[src/rtl/mem_arbiter.sv]
// mem_arbiter: shares one memory port between the instruction-fetch and
// load/store ports. Round-robin grant, registered req/ack sequencing and a
// BUSY timeout that aborts accesses the memory never acknowledges.
module mem_arbiter #(
    parameter int unsigned ADDR_WIDTH = 32,
    parameter int unsigned DATA_WIDTH = 32,
    parameter int unsigned TIMEOUT    = 255
) (
    input  logic                      clk,
    input  logic                      reset_n,

    // instruction-fetch port
    input  logic                      i_req,
    input  logic [ADDR_WIDTH-1:0]     i_addr,
    output logic [DATA_WIDTH-1:0]     i_rdata,
    output logic                      i_ack,
    output logic                      i_err,

    // load/store port
    input  logic                      d_req,
    input  logic                      d_we,
    input  logic [DATA_WIDTH/8-1:0]   d_wstrb,
    input  logic [ADDR_WIDTH-1:0]     d_addr,
    input  logic [DATA_WIDTH-1:0]     d_wdata,
    output logic [DATA_WIDTH-1:0]     d_rdata,
    output logic                      d_ack,
    output logic                      d_err,

    // shared memory port
    output logic                      m_req,
    output logic                      m_we,
    output logic [DATA_WIDTH/8-1:0]   m_wstrb,
    output logic [ADDR_WIDTH-1:0]     m_addr,
    output logic [DATA_WIDTH-1:0]     m_wdata,
    input  logic [DATA_WIDTH-1:0]     m_rdata,
    input  logic                      m_ack
);

    localparam int unsigned STRB_WIDTH = DATA_WIDTH / 8;
    localparam int unsigned CNT_WIDTH  = 16;

    localparam logic [CNT_WIDTH-1:0] CNT_MAX = '1;
    // Counter value seen in the last BUSY cycle before an abort; the counter
    // is cleared on grant, so the TIMEOUT-th BUSY cycle holds TIMEOUT-1.
    localparam logic [CNT_WIDTH-1:0] TIMEOUT_LAST =
        (TIMEOUT == 0) ? '0 : CNT_WIDTH'(TIMEOUT - 1);
    localparam logic TIMEOUT_EN = (TIMEOUT != 0);

    typedef enum logic [1:0] {
        IDLE = 2'd0,
        BUSY = 2'd1,
        RESP = 2'd2
    } state_t;

    typedef enum logic {
        PORT_FETCH = 1'b0,
        PORT_DATA  = 1'b1
    } port_t;

    // Payload presented on the memory port for the granted access
    typedef struct packed {
        logic                  we;
        logic [STRB_WIDTH-1:0] wstrb;
        logic [ADDR_WIDTH-1:0] addr;
        logic [DATA_WIDTH-1:0] wdata;
    } mreq_t;

    state_t                 state_q, state_d;
    port_t                  last_grant_q, last_grant_d;
    port_t                  grant_q, grant_d;
    logic [CNT_WIDTH-1:0]   cnt_q, cnt_d;
    logic                   m_req_q, m_req_d;
    mreq_t                  mreq_q, mreq_d;
    logic [DATA_WIDTH-1:0]  i_rdata_q, i_rdata_d;
    logic [DATA_WIDTH-1:0]  d_rdata_q, d_rdata_d;
    logic                   i_err_q, i_err_d;
    logic                   d_err_q, d_err_d;
    logic                   i_ack_q, i_ack_d;
    logic                   d_ack_q, d_ack_d;

    logic                   pick_data;
    logic                   timeout_hit;

    // Next-state, arbitration and response logic
    always_comb begin
        state_d      = state_q;
        last_grant_d = last_grant_q;
        grant_d      = grant_q;
        cnt_d        = cnt_q;
        m_req_d      = m_req_q;
        mreq_d       = mreq_q;
        i_rdata_d    = i_rdata_q;
        d_rdata_d    = d_rdata_q;
        i_err_d      = i_err_q;
        d_err_d      = d_err_q;
        i_ack_d      = 1'b0;
        d_ack_d      = 1'b0;

        // Data wins when alone, or on a tie when fetch was granted last
        pick_data   = d_req && (!i_req || (last_grant_q == PORT_FETCH));
        timeout_hit = TIMEOUT_EN && (cnt_q == TIMEOUT_LAST);

        case (state_q)
            IDLE: begin
                m_req_d = 1'b0;
                if (i_req || d_req) begin
                    if (pick_data) begin
                        grant_d      = PORT_DATA;
                        last_grant_d = PORT_DATA;
                        mreq_d       = '{we: d_we, wstrb: d_wstrb,
                                         addr: d_addr, wdata: d_wdata};
                    end else begin
                        grant_d      = PORT_FETCH;
                        last_grant_d = PORT_FETCH;
                        mreq_d       = '{we: 1'b0, wstrb: '0,
                                         addr: i_addr, wdata: '0};
                    end
                    m_req_d = 1'b1;
                    cnt_d   = '0;
                    state_d = BUSY;
                end
            end

            BUSY: begin
                if (cnt_q != CNT_MAX) begin
                    cnt_d = cnt_q + CNT_WIDTH'(1);
                end
                // m_ack takes priority over a coincident timeout
                if (m_ack) begin
                    m_req_d = 1'b0;
                    state_d = RESP;
                    if (grant_q == PORT_DATA) begin
                        d_rdata_d = m_rdata;
                        d_err_d   = 1'b0;
                        d_ack_d   = 1'b1;
                    end else begin
                        i_rdata_d = m_rdata;
                        i_err_d   = 1'b0;
                        i_ack_d   = 1'b1;
                    end
                end else if (timeout_hit) begin
                    m_req_d = 1'b0;
                    state_d = RESP;
                    if (grant_q == PORT_DATA) begin
                        d_rdata_d = '0;
                        d_err_d   = 1'b1;
                        d_ack_d   = 1'b1;
                    end else begin
                        i_rdata_d = '0;
                        i_err_d   = 1'b1;
                        i_ack_d   = 1'b1;
                    end
                end
            end

            RESP: begin
                // ack is high for this single cycle only
                state_d = IDLE;
            end

            default: begin
                state_d = IDLE;
                m_req_d = 1'b0;
            end
        endcase
    end

    // State and output registers
    always_ff @(posedge clk or negedge reset_n) begin
        if (!reset_n) begin
            state_q      <= IDLE;
            last_grant_q <= PORT_DATA;
            grant_q      <= PORT_FETCH;
            cnt_q        <= '0;
            m_req_q      <= 1'b0;
            mreq_q       <= '0;
            i_rdata_q    <= '0;
            d_rdata_q    <= '0;
            i_err_q      <= 1'b0;
            d_err_q      <= 1'b0;
            i_ack_q      <= 1'b0;
            d_ack_q      <= 1'b0;
        end else begin
            state_q      <= state_d;
            last_grant_q <= last_grant_d;
            grant_q      <= grant_d;
            cnt_q        <= cnt_d;
            m_req_q      <= m_req_d;
            mreq_q       <= mreq_d;
            i_rdata_q    <= i_rdata_d;
            d_rdata_q    <= d_rdata_d;
            i_err_q      <= i_err_d;
            d_err_q      <= d_err_d;
            i_ack_q      <= i_ack_d;
            d_ack_q      <= d_ack_d;
        end
    end

    assign m_req   = m_req_q;
    assign m_we    = mreq_q.we;
    assign m_wstrb = mreq_q.wstrb;
    assign m_addr  = mreq_q.addr;
    assign m_wdata = mreq_q.wdata;
    assign i_rdata = i_rdata_q;
    assign i_ack   = i_ack_q;
    assign i_err   = i_err_q;
    assign d_rdata = d_rdata_q;
    assign d_ack   = d_ack_q;
    assign d_err   = d_err_q;

endmodule

[config.mk]
export PLATFORM = sky130hd
export DESIGN_NAME = mem_arbiter
export DESIGN_NICKNAME = d
export VERILOG_FILES = /design/src/rtl/mem_arbiter.sv
export SDC_FILE = /design/constraint.sdc
export NUM_CORES = 1
export LEC_CHECK = 0
export BUFFER_PORTS_ARGS = -buffer_cell sky130_fd_sc_hd__clkbuf_2
export CORE_MARGIN = 10
export CORE_UTILIZATION = 40
export DETAILED_ROUTE_END_ITERATION = 16
export PLACE_DENSITY = 0.79
export SLEW_MARGIN = 30
export SYNTH_ARGS = -nofsm -noshare
export SYNTH_HDL_FRONTEND = slang
export SYNTH_SLANG_ARGS = --single-unit
[constraint.sdc]
create_clock -name clk -period 4.5 [get_ports clk]
set_clock_uncertainty 0.15 [all_clocks]
set_input_delay 0.225 -clock clk [delete_from_list [all_inputs] [get_ports clk]]
set_output_delay 0.225 -clock clk [all_outputs]
set_load 0.01 [all_outputs]
Word level (Yosys, flattened, before mapping). Cells that the tools add are included.

Output and inout port bits: 138. Register bits: 158. Input bits: 138.

Muxes and demuxes: 37. Add/subtract/negate cells: 1. Bitwise gates (word level): 3. Reduce and logical (&&, ||, !) cells: 13. Equality and inequality tests: 7.

Operators with widths (count): $mux W32 (8); $mux W69 (1); $mux W16 (2); $pmux W16 S2 (1); $mux W1 (20); $add A16 B1 Y16 const B (1); $eq A16 B8 Y1 const B (1); $ne A16 B16 Y1 const B (1); $reduce_and A3 Y1 (3); $mux W2 (3); $reduce_and A2 Y1 (3); $ne A2 B2 Y1 const B (2); $pmux W2 S2 (1); $reduce_bool A2 Y1 (2); $ne A3 B3 Y1 const B (1); $not A1 Y1 (3); $pmux W1 S3 (1); $eq A2 B1 Y1 const B (1); $eq A2 B2 Y1 const B (1); $logic_not A2 Y1 (1); $logic_or A1 B1 Y1 (2); $logic_and A1 B1 Y1 (1); $logic_not A1 Y1 (1).

Depth between registers and ports, before layout. Gate-level depths: netlist (run 1).

Depth after elaboration: 4. Depth in mapped cells: 7. Depth with buffers taken out: 6.

Worst setup path before layout (run 1). No wires, ideal clock.

Path kind: reg2reg. From: reg cnt_q[0]. To: reg d_rdata_q[10], in the netlist d_rdata[10]. Arrival: 1.968 ns. Required time: 4.220 ns. Stages on the path, launching flop included: 8. Library setup time: 0.130 ns. Path buffers: 1. Path slack: 2.253 ns. Cells stage by stage: dfrtp_1 > inv_1 > ha_1 > or4b_4 > nor4_4 > o211ai_4 > buf_6 > o2bb2ai_1.

Cells in the longest elaborated chain, start to end: 3.

RTL lines: start: declaration (line 71) `logic [CNT_WIDTH-1:0] cnt_q, cnt_d;`; start signal: assignment (line 187) `cnt_q <= cnt_d;`; $eq A16 B8 Y1 (line 101) `timeout_hit = TIMEOUT_EN && (cnt_q == TIMEOUT_LAST);`; $reduce_bool A2 Y1 (no source line); $reduce_and A3 Y1 (no source line); end signal: assignment (line 191) `d_rdata_q <= d_rdata_d;`; end: declaration (line 75) `logic [DATA_WIDTH-1:0] d_rdata_q, d_rdata_d;`.

Every way passes these cells. A chain may end at the register's enable or synchronous reset.

Worst setup path in the final report (run 1).
From: reg cnt_q[0]. To: reg i_rdata_q[17], in the netlist i_rdata[17].

Cells in the longest elaborated chain, start to end: 3.

RTL lines: $eq A16 B8 Y1 (line 101); $reduce_bool A2 Y1 (no source line); $reduce_and A3 Y1 (no source line); end signal: assignment (line 190) `i_rdata_q <= i_rdata_d;`; end: declaration (line 74) `logic [DATA_WIDTH-1:0] i_rdata_q, i_rdata_d;`.

Every way passes these cells.

==> results.py, run 1 <==
metrics = {
    "timing": {
        "finalCritPeriodShare_pct": 58.3,
        "tightest_slew_ns": 0.930,
        "final_hold_viol_count": 0,
        "fin_setup_tns_ns": 0,
        "fin_crit_ns": 2.62,
        "rsz0062_at_grt": "false",
        "worst_slack_ns": 1.88,
        "slew_viol_final": 0,
        "fmax_mhz": 381,
        "timing.slew.headroom_pct": 37.7,
        "setup_viol": 0,
    },
    "run_status": {
        "status": "finished clean",
    },
    "synth": {
        "async_flop_share_pct": 100,
        "muxShareOfSynthArea_pct": 4.94,
        "synth_cells": 540,
        "ys_types": 44,
        "synth_top_family_by_area": "compound AO/OA/AOI/OAI gates",
        "synthFlopType": "dfrtp_1",
        "syn_area_um2": 6490,
        "synthAdderAreaFrac_pct": 0.386,
        "synth_seq_cells": 158,
        "synth-compound-area-share_pct": 21.3,
        "synth_xor_area_share_pct": 0,
        "ys_warn_count": 0,
        "synth-simple-area-share_pct": 8.74,
        "avgSynthCellArea_um2": 12.0,
        "syn-num-nets": 680,
        "synth-edff-count": 0,
        "yosysSeqAreaShare_pct": 61.0,
    },
    "global_route": {
        "grt_max_degree": 92,
        "grt_usage_pct": 20.4,
        "grt_pass1_vias": 6687,
        "grt-ovfl-total": 0,
        "grt_first_pass_wirelength_um": 36000,
        "antenna_found_initial": 3,
    },
    "floorplan": {
        "fp-row-count": 46,
        "io_pins": 276,
        "dieArea_um2": 21700,
        "die_x_um": 147,
        "coreArea_um2": 15900,
        "initial_core_util_pct": 40.8,
        "die_h_um": 147,
    },
    "pwr": {
        "power_leakage_nw": 4.94,
        "power_density_nw_per_um2": 649,
        "vdd_drop_max_v": 0.000298,
    },
    "finish": {
        "area_growth_pct": 55.4,
        "final_nets": 1077,
        "nFillCells": 1181,
        "drive_gt1_share_pct": 34.5,
    },
    "clock_network": {
        "cts_setup_buffers": 0,
        "numCtsBuffers": 17,
        "tritoncts": "built",
        "clkLatencyLatePin_ns": 0.41,
        "clock-sinks": 158,
        "clk_pin_slew_ns": 0.06,
        "cts_max_level": 4,
        "clock_path_buffers": 2,
        "cts_root_buf": "clkbuf_16",
    },
    "drt": {
        "via_per_inst": 5.24,
        "wire_per_inst_um": 18.9,
        "drc_errors": 0,
        "firstDrtPassIters": 5,
        "drtIter0Drc": 265,
        "ant_nets": 0,
        "dr_total_vias": 6129,
        "drt-total-wl_um": 22100,
    },
    "setup_path": {
        "worstSetupPathType": "register to register",
        "cp_max_fo": 33,
        "crit_required_ns": 4.63,
        "worstPathArrival_ns": 2.75,
        "worstSetupEndpointType": "register",
        "startpoint_type": "register",
    },
    "placed_design": {
        "post-place-ws_ns": 1.85,
        "numPortBuffers": 275,
        "dp.final_hpwl_um": 13600,
        "gp_congestion": 0.850,
    },
    "hold_path": {
        "hold_path_class": "input port to register",
    },
    "job": {
        "cap_violations": 0,
    },
}
## registers in the layout, summed over array words and instances (netlist names)
signal	count
i_ack	1
d_err	1
cnt_q	16
i_err	1
i_rdata	32
m_we	1
m_addr	32
m_req	1
last_grant_q	1
d_rdata	32
state_q	2
m_wdata	32
m_wstrb	4
grant_q	1
d_ack	1
## metal layers
metal	up-vias	track usage, %	share of wire [%]
met5	-	0	0
met4	0	7.98	2.4
met3	42	8.02	8.7
met2	293	33.1	48
met1	2974	23.9	40
li1	2820	-	-
## critical path, cell delays in order (launching register included)
cell       delay, ns
dfrtp_1         0.44
inv_1           0.08
ha_1            0.13
or4b_4          0.46
nor4_4          0.54
o211ai_4        0.41
o2bb2ai_1       0.26
## cell type report
class                   instances  area [um2]  area share [%]
diodes                          3        7.51          0.0745
clock buffers                  17         425            4.22
well taps                     216         270            2.68
repair buffers                421        2860            28.3
multi-input cells             332        2320            23.0
flip-flops and latches        158        3960            39.2
clock inverters                15         221            2.20
inverters                       7        26.3           0.261
## cells by family (layout without fill, tap and decap cells)
kind of cell / Yosys count / in the layout
other: 0 / 3
AND/OR/NAND/NOR: 120 / 120
multiplexers: 32 / 32
buffers and inverters: 50 / 460
flip-flops: 158 / 158
adder cells (fa/ha/maj): 2 / 2
AO/OA/AOI/OAI: 178 / 178
## cell usage after synthesis, drive strengths merged, types with 2 or more instances
| master | n | area [um2] |
|---|---|---|
| or3 | 3 | 18.8 |
| mux2i | 32 | 320 |
| nand3 | 13 | 65.1 |
| a31oi | 12 | 75.1 |
| ha | 2 | 25.0 |
| and3 | 2 | 13.8 |
| dfrtp | 157 | 3930 |
| nor4 | 2 | 27.5 |
| clkbuf | 26 | 97.6 |
| o211ai | 6 | 72.6 |
| buf | 17 | 118 |
| or4 | 2 | 15.0 |
| a21oi | 7 | 35.0 |
| inv | 6 | 22.5 |
| o41a | 2 | 22.5 |
| o2bb2ai | 64 | 561 |
| o31ai | 3 | 22.5 |
| nand4bb | 2 | 22.5 |
| o21ai | 37 | 185 |
| a22o | 37 | 324 |
| a41oi | 2 | 17.5 |
| nor2 | 7 | 26.3 |
| nand2b | 2 | 12.5 |
| a21boi | 2 | 15.0 |
| a21o | 2 | 15.0 |
| nor2b | 2 | 12.5 |
| nand2 | 76 | 285 |
| nand4 | 5 | 31.3 |
## cells in the final DEF (no fill, tap or decap), types with 7 or more instances in the layout
master and n:
a21oi_1 7, nand2_1 76, a22o_1 37, mux2i_1 32, o2bb2ai_1 64, nand3_1 13
dlygate4sd3_1 135, clkbuf_2 274, a31oi_1 12, clkbuf_16 17, dfrtp_1 157, nor2_1 7
buf_4 8, o21ai_0 36
## final timing paths
kind	startpoint	endpoint	slack (ns)	cells after the start
worst max-delay path	cnt_q[0]$_DFFE_PN0P_	i_rdata[17]$_DFFE_PN0P_	1.88	6
worst min-delay path	d_req	state_q[0]$_DFFE_PN0P_	0.19	3
worst max register to register	cnt_q[0]$_DFFE_PN0P_	i_rdata[17]$_DFFE_PN0P_	1.88	6
worst min register to register	m_addr[22]$_DFFE_PN0P_	m_addr[22]$_DFFE_PN0P_	0.33	2
max in group asynchronous	reset_n	i_rdata[4]$_DFFE_PN0P_	2.94	3
min in group asynchronous	reset_n	i_rdata[23]$_DFFE_PN0P_	0.22	2
## power by group
group / internal, mW / total [mW] / switching [mW] / leakage [nW]
sequential: 2.06 / 2.50 / 0.444 / 2.02
combinational: 1.09 / 2.48 / 1.39 / 2.61
clock: 0.949 / 1.56 / 0.615 / 0.314
total: 4.10 / 6.55 / 2.45 / 4.94
## stage by stage
| stage | cells | area [um2] | total power, mW | hold WS [ns] | utilization, % |
|---|---|---|---|---|---|
| 2_1_floorplan | 540 | 6490 | 3.76 | -0.221 | - |
| 3_3_place_gp | 997 | 8040 | 4.76 | 0.107 | 50.6 |
| 3_5_place_dp | 997 | 8040 | 4.83 | 0.113 | 50.6 |
| 4_1_cts | 1164 | 10000 | 6.55 | 0.185 | 63.2 |
| 5_1_grt | 1169 | 10100 | 6.98 | 0.227 | 63.5 |
| 6_report | 1169 | 10100 | 6.55 | 0.194 | 63.5 |
## repair_timing
item                      CTS  global route
hold endpoints to repair  201             0
hold buffers              135             0
gates resized for setup     0             0
No activity file was read; power rests on OpenSTA's default activity.
==> run 2: changes to the inputs <==
--- a/config.mk
+++ b/config.mk
@@ -9,7 +9,7 @@
 export CORE_MARGIN = 10
 export CORE_UTILIZATION = 40
 export DETAILED_ROUTE_END_ITERATION = 16
-export PLACE_DENSITY = 0.79
+export PLACE_DENSITY = 0.82
 export SLEW_MARGIN = 30
 export SYNTH_ARGS = -nofsm -noshare
 export SYNTH_HDL_FRONTEND = slang
==> constraint.sdc (replaced) <==
create_clock -name clk -period 2.4 [get_ports clk]
set_clock_uncertainty 0.15 [all_clocks]
set_input_delay 0.12 -clock clk [delete_from_list [all_inputs] [get_ports clk]]
set_output_delay 0.12 -clock clk [all_outputs]
set_load 0.01 [all_outputs]
==> run 2 against run 1 <==
  * Combinational power grew 91%
  * Critical endpoint is now i_rdata[7]$_DFFE_PN0P_
  * Clock power grew 73%
  * Utilization grew 0.37 points
  * Clock-buffer cell count grew 2
  * Via count grew 0.93%
  * Design area grew 0.58%
  * Largest cell class unchanged
  * Sequential power grew 88%
  * Global-route usage shrank 0.81 points
==> results.py, run 2 (same netlist as run 1, synthesis figures left out) <==
metrics = {
    "global_route": {
        "grt_use_met3_pct": 7.77,
        "grt_use_met1_pct": 23.3,
        "grt-ovfl-total": 0,
        "grt_usage_pct": 19.6,
        "gr-usage-met2_pct": 31.0,
        "grt_pass1_vias": 6454,
        "grt_first_pass_wirelength_um": 34800,
        "antenna_found_initial": 4,
        "grt_max_degree": 102,
        "busiest_layer": "met2",
    },
    "timing": {
        "tightest_slew_ns": 0.695,
        "timing.slew.headroom_pct": 53.7,
        "fin_setup_tns_ns": 0,
        "finalCritPeriodShare_pct": 95.3,
        "fmax_mhz": 437,
        "worst_slack_ns": 0.112,
        "setup_viol": 0,
        "slew_viol_final": 0,
        "holdWs_ns": 0.0726,
        "rsz0062_at_grt": "false",
        "final_hold_viol_count": 0,
        "fin_crit_ns": 2.29,
    },
    "setup_path": {
        "crit_required_ns": 2.53,
        "reg2reg_to": "i_rdata[7]$_DFFE_PN0P_",
        "r2r_start": "cnt_q[1]$_DFFE_PN0P_",
        "worstSetupEndpointType": "register",
        "reg2reg_slack_ns": 0.11,
        "cp_max_fo": 33,
        "r2r_cells": 7,
        "worstSetupPathType": "register to register",
        "worstPathArrival_ns": 2.42,
        "startpoint_type": "register",
    },
    "run_status": {
        "status": "finished clean",
    },
    "clock_network": {
        "cts_max_level": 4,
        "clock-sinks": 158,
        "clkLatencyLatePin_ns": 0.42,
        "clk_pin_slew_ns": 0.07,
        "cts_setup_buffers": 0,
        "clock_path_buffers": 2,
        "numCtsBuffers": 17,
        "cts_root_buf": "clkbuf_16",
        "tritoncts": "built",
    },
    "finish": {
        "drive_gt1_share_pct": 35.0,
        "final_common_cell": "clkbuf_2",
        "area_growth_pct": 56.3,
        "final_nets": 1085,
        "final_cell_mix": "clkbuf_2 (274), dfrtp_1 (157), dlygate4sd3_1 (137), nand2_1 (75), o2bb2ai_1 (64)",
        "stdcell_count": 1178,
    },
    "drt": {
        "drtIter0Drc": 340,
        "firstDrtPassIters": 4,
        "drc_errors": 0,
        "via_per_inst": 5.25,
        "ant_nets": 0,
        "dr_total_vias": 6186,
        "drt-total-wl_um": 21700,
        "wire_per_inst_um": 18.4,
    },
    "hold_path": {
        "hold_path_class": "input port to register",
        "whs_path_depth": 3,
        "worstHoldStart": "i_req",
        "holdPathEnd": "last_grant_q$_DFFE_PN1P_",
    },
    "pwr": {
        "power_leakage_nw": 4.96,
        "power_density_nw_per_um2": 1190,
        "vdd_drop_max_v": 0.000771,
    },
    "placed_design": {
        "post-place-ws_ns": 0.0393,
        "placedCellCount": 1005,
        "dp.final_hpwl_um": 13500,
        "numPortBuffers": 275,
        "gp_congestion": 0.897,
    },
    "floorplan": {
        "coreArea_um2": 15900,
        "io_pins": 276,
        "fp-row-count": 46,
        "initial_core_util_pct": 40.8,
        "dieArea_um2": 21700,
        "die_x_um": 147,
        "die_h_um": 147,
    },
    "job": {
        "cap_violations": 0,
    },
}
run 2: timing repair:
item	4_1_cts	5_1_grt
hold buffers	137	0
setup endpoints to repair	0	11
hold endpoints to repair	206	0
resized for setup	0	3
run 2: routing by layer:
layer,share of wire [%],vias to the layer above
met2,48,324
met3,9.2,48
met5,0,-
met4,2.6,0
li1,-,2823
met1,40,2991
run 2: layout make-up:
class,count,area (um2)
antenna,4,10.0
clock buffer,19,443
clock inverter,13,151
fill,1156,5740
inverter,7,26.3
multi-input combinational,332,2330
sequential,158,3960
tap,216,270
timing repair buffer,429,2960
run 2: worst max-delay path by stage:
stage	startpoint	to	depth (start not counted)
final	cnt_q[1]$_DFFE_PN0P_	i_rdata[7]$_DFFE_PN0P_	7
after detailed placement	cnt_q[0]$_DFFE_PN0P_	cnt_q[6]$_DFFE_PN0P_	7
after global routing	cnt_q[1]$_DFFE_PN0P_	i_rdata[7]$_DFFE_PN0P_	7
after global placement	cnt_q[0]$_DFFE_PN0P_	cnt_q[7]$_DFFE_PN0P_	7
after CTS	cnt_q[0]$_DFFE_PN0P_	cnt_q[6]$_DFFE_PN0P_	7
after floorplan	cnt_q[0]$_DFFE_PN0P_	d_rdata[10]$_DFFE_PN0P_	7
run 2: worst max-delay path, stage by stage, from the launching register on:
cell and delay, ns:
dfrtp_1 0.43, ha_1 0.18, or4b_4 0.47, nor4_4 0.26, buf_4 0.20, o211ai_4 0.09, buf_12 0.20, o2bb2ai_1 0.16
run 2: per-stage QoR:
stage          power, mW  utilization (%)  area (um2)
3_5_place_dp        9.11             51.3        8150
3_3_place_gp        8.97             51.3        8150
5_1_grt             12.9             63.8       10100
2_1_floorplan       7.06                -        6490
6_report            12.1             63.8       10100
4_1_cts             12.1             63.7       10100
run 2: power by group:
group | internal, mW | leakage [nW] | total (mW) | switching, mW
combinational | 2.10 | 2.66 | 4.73 | 2.63
sequential | 3.86 | 2.02 | 4.69 | 0.829
clock | 1.58 | 0.283 | 2.70 | 1.12
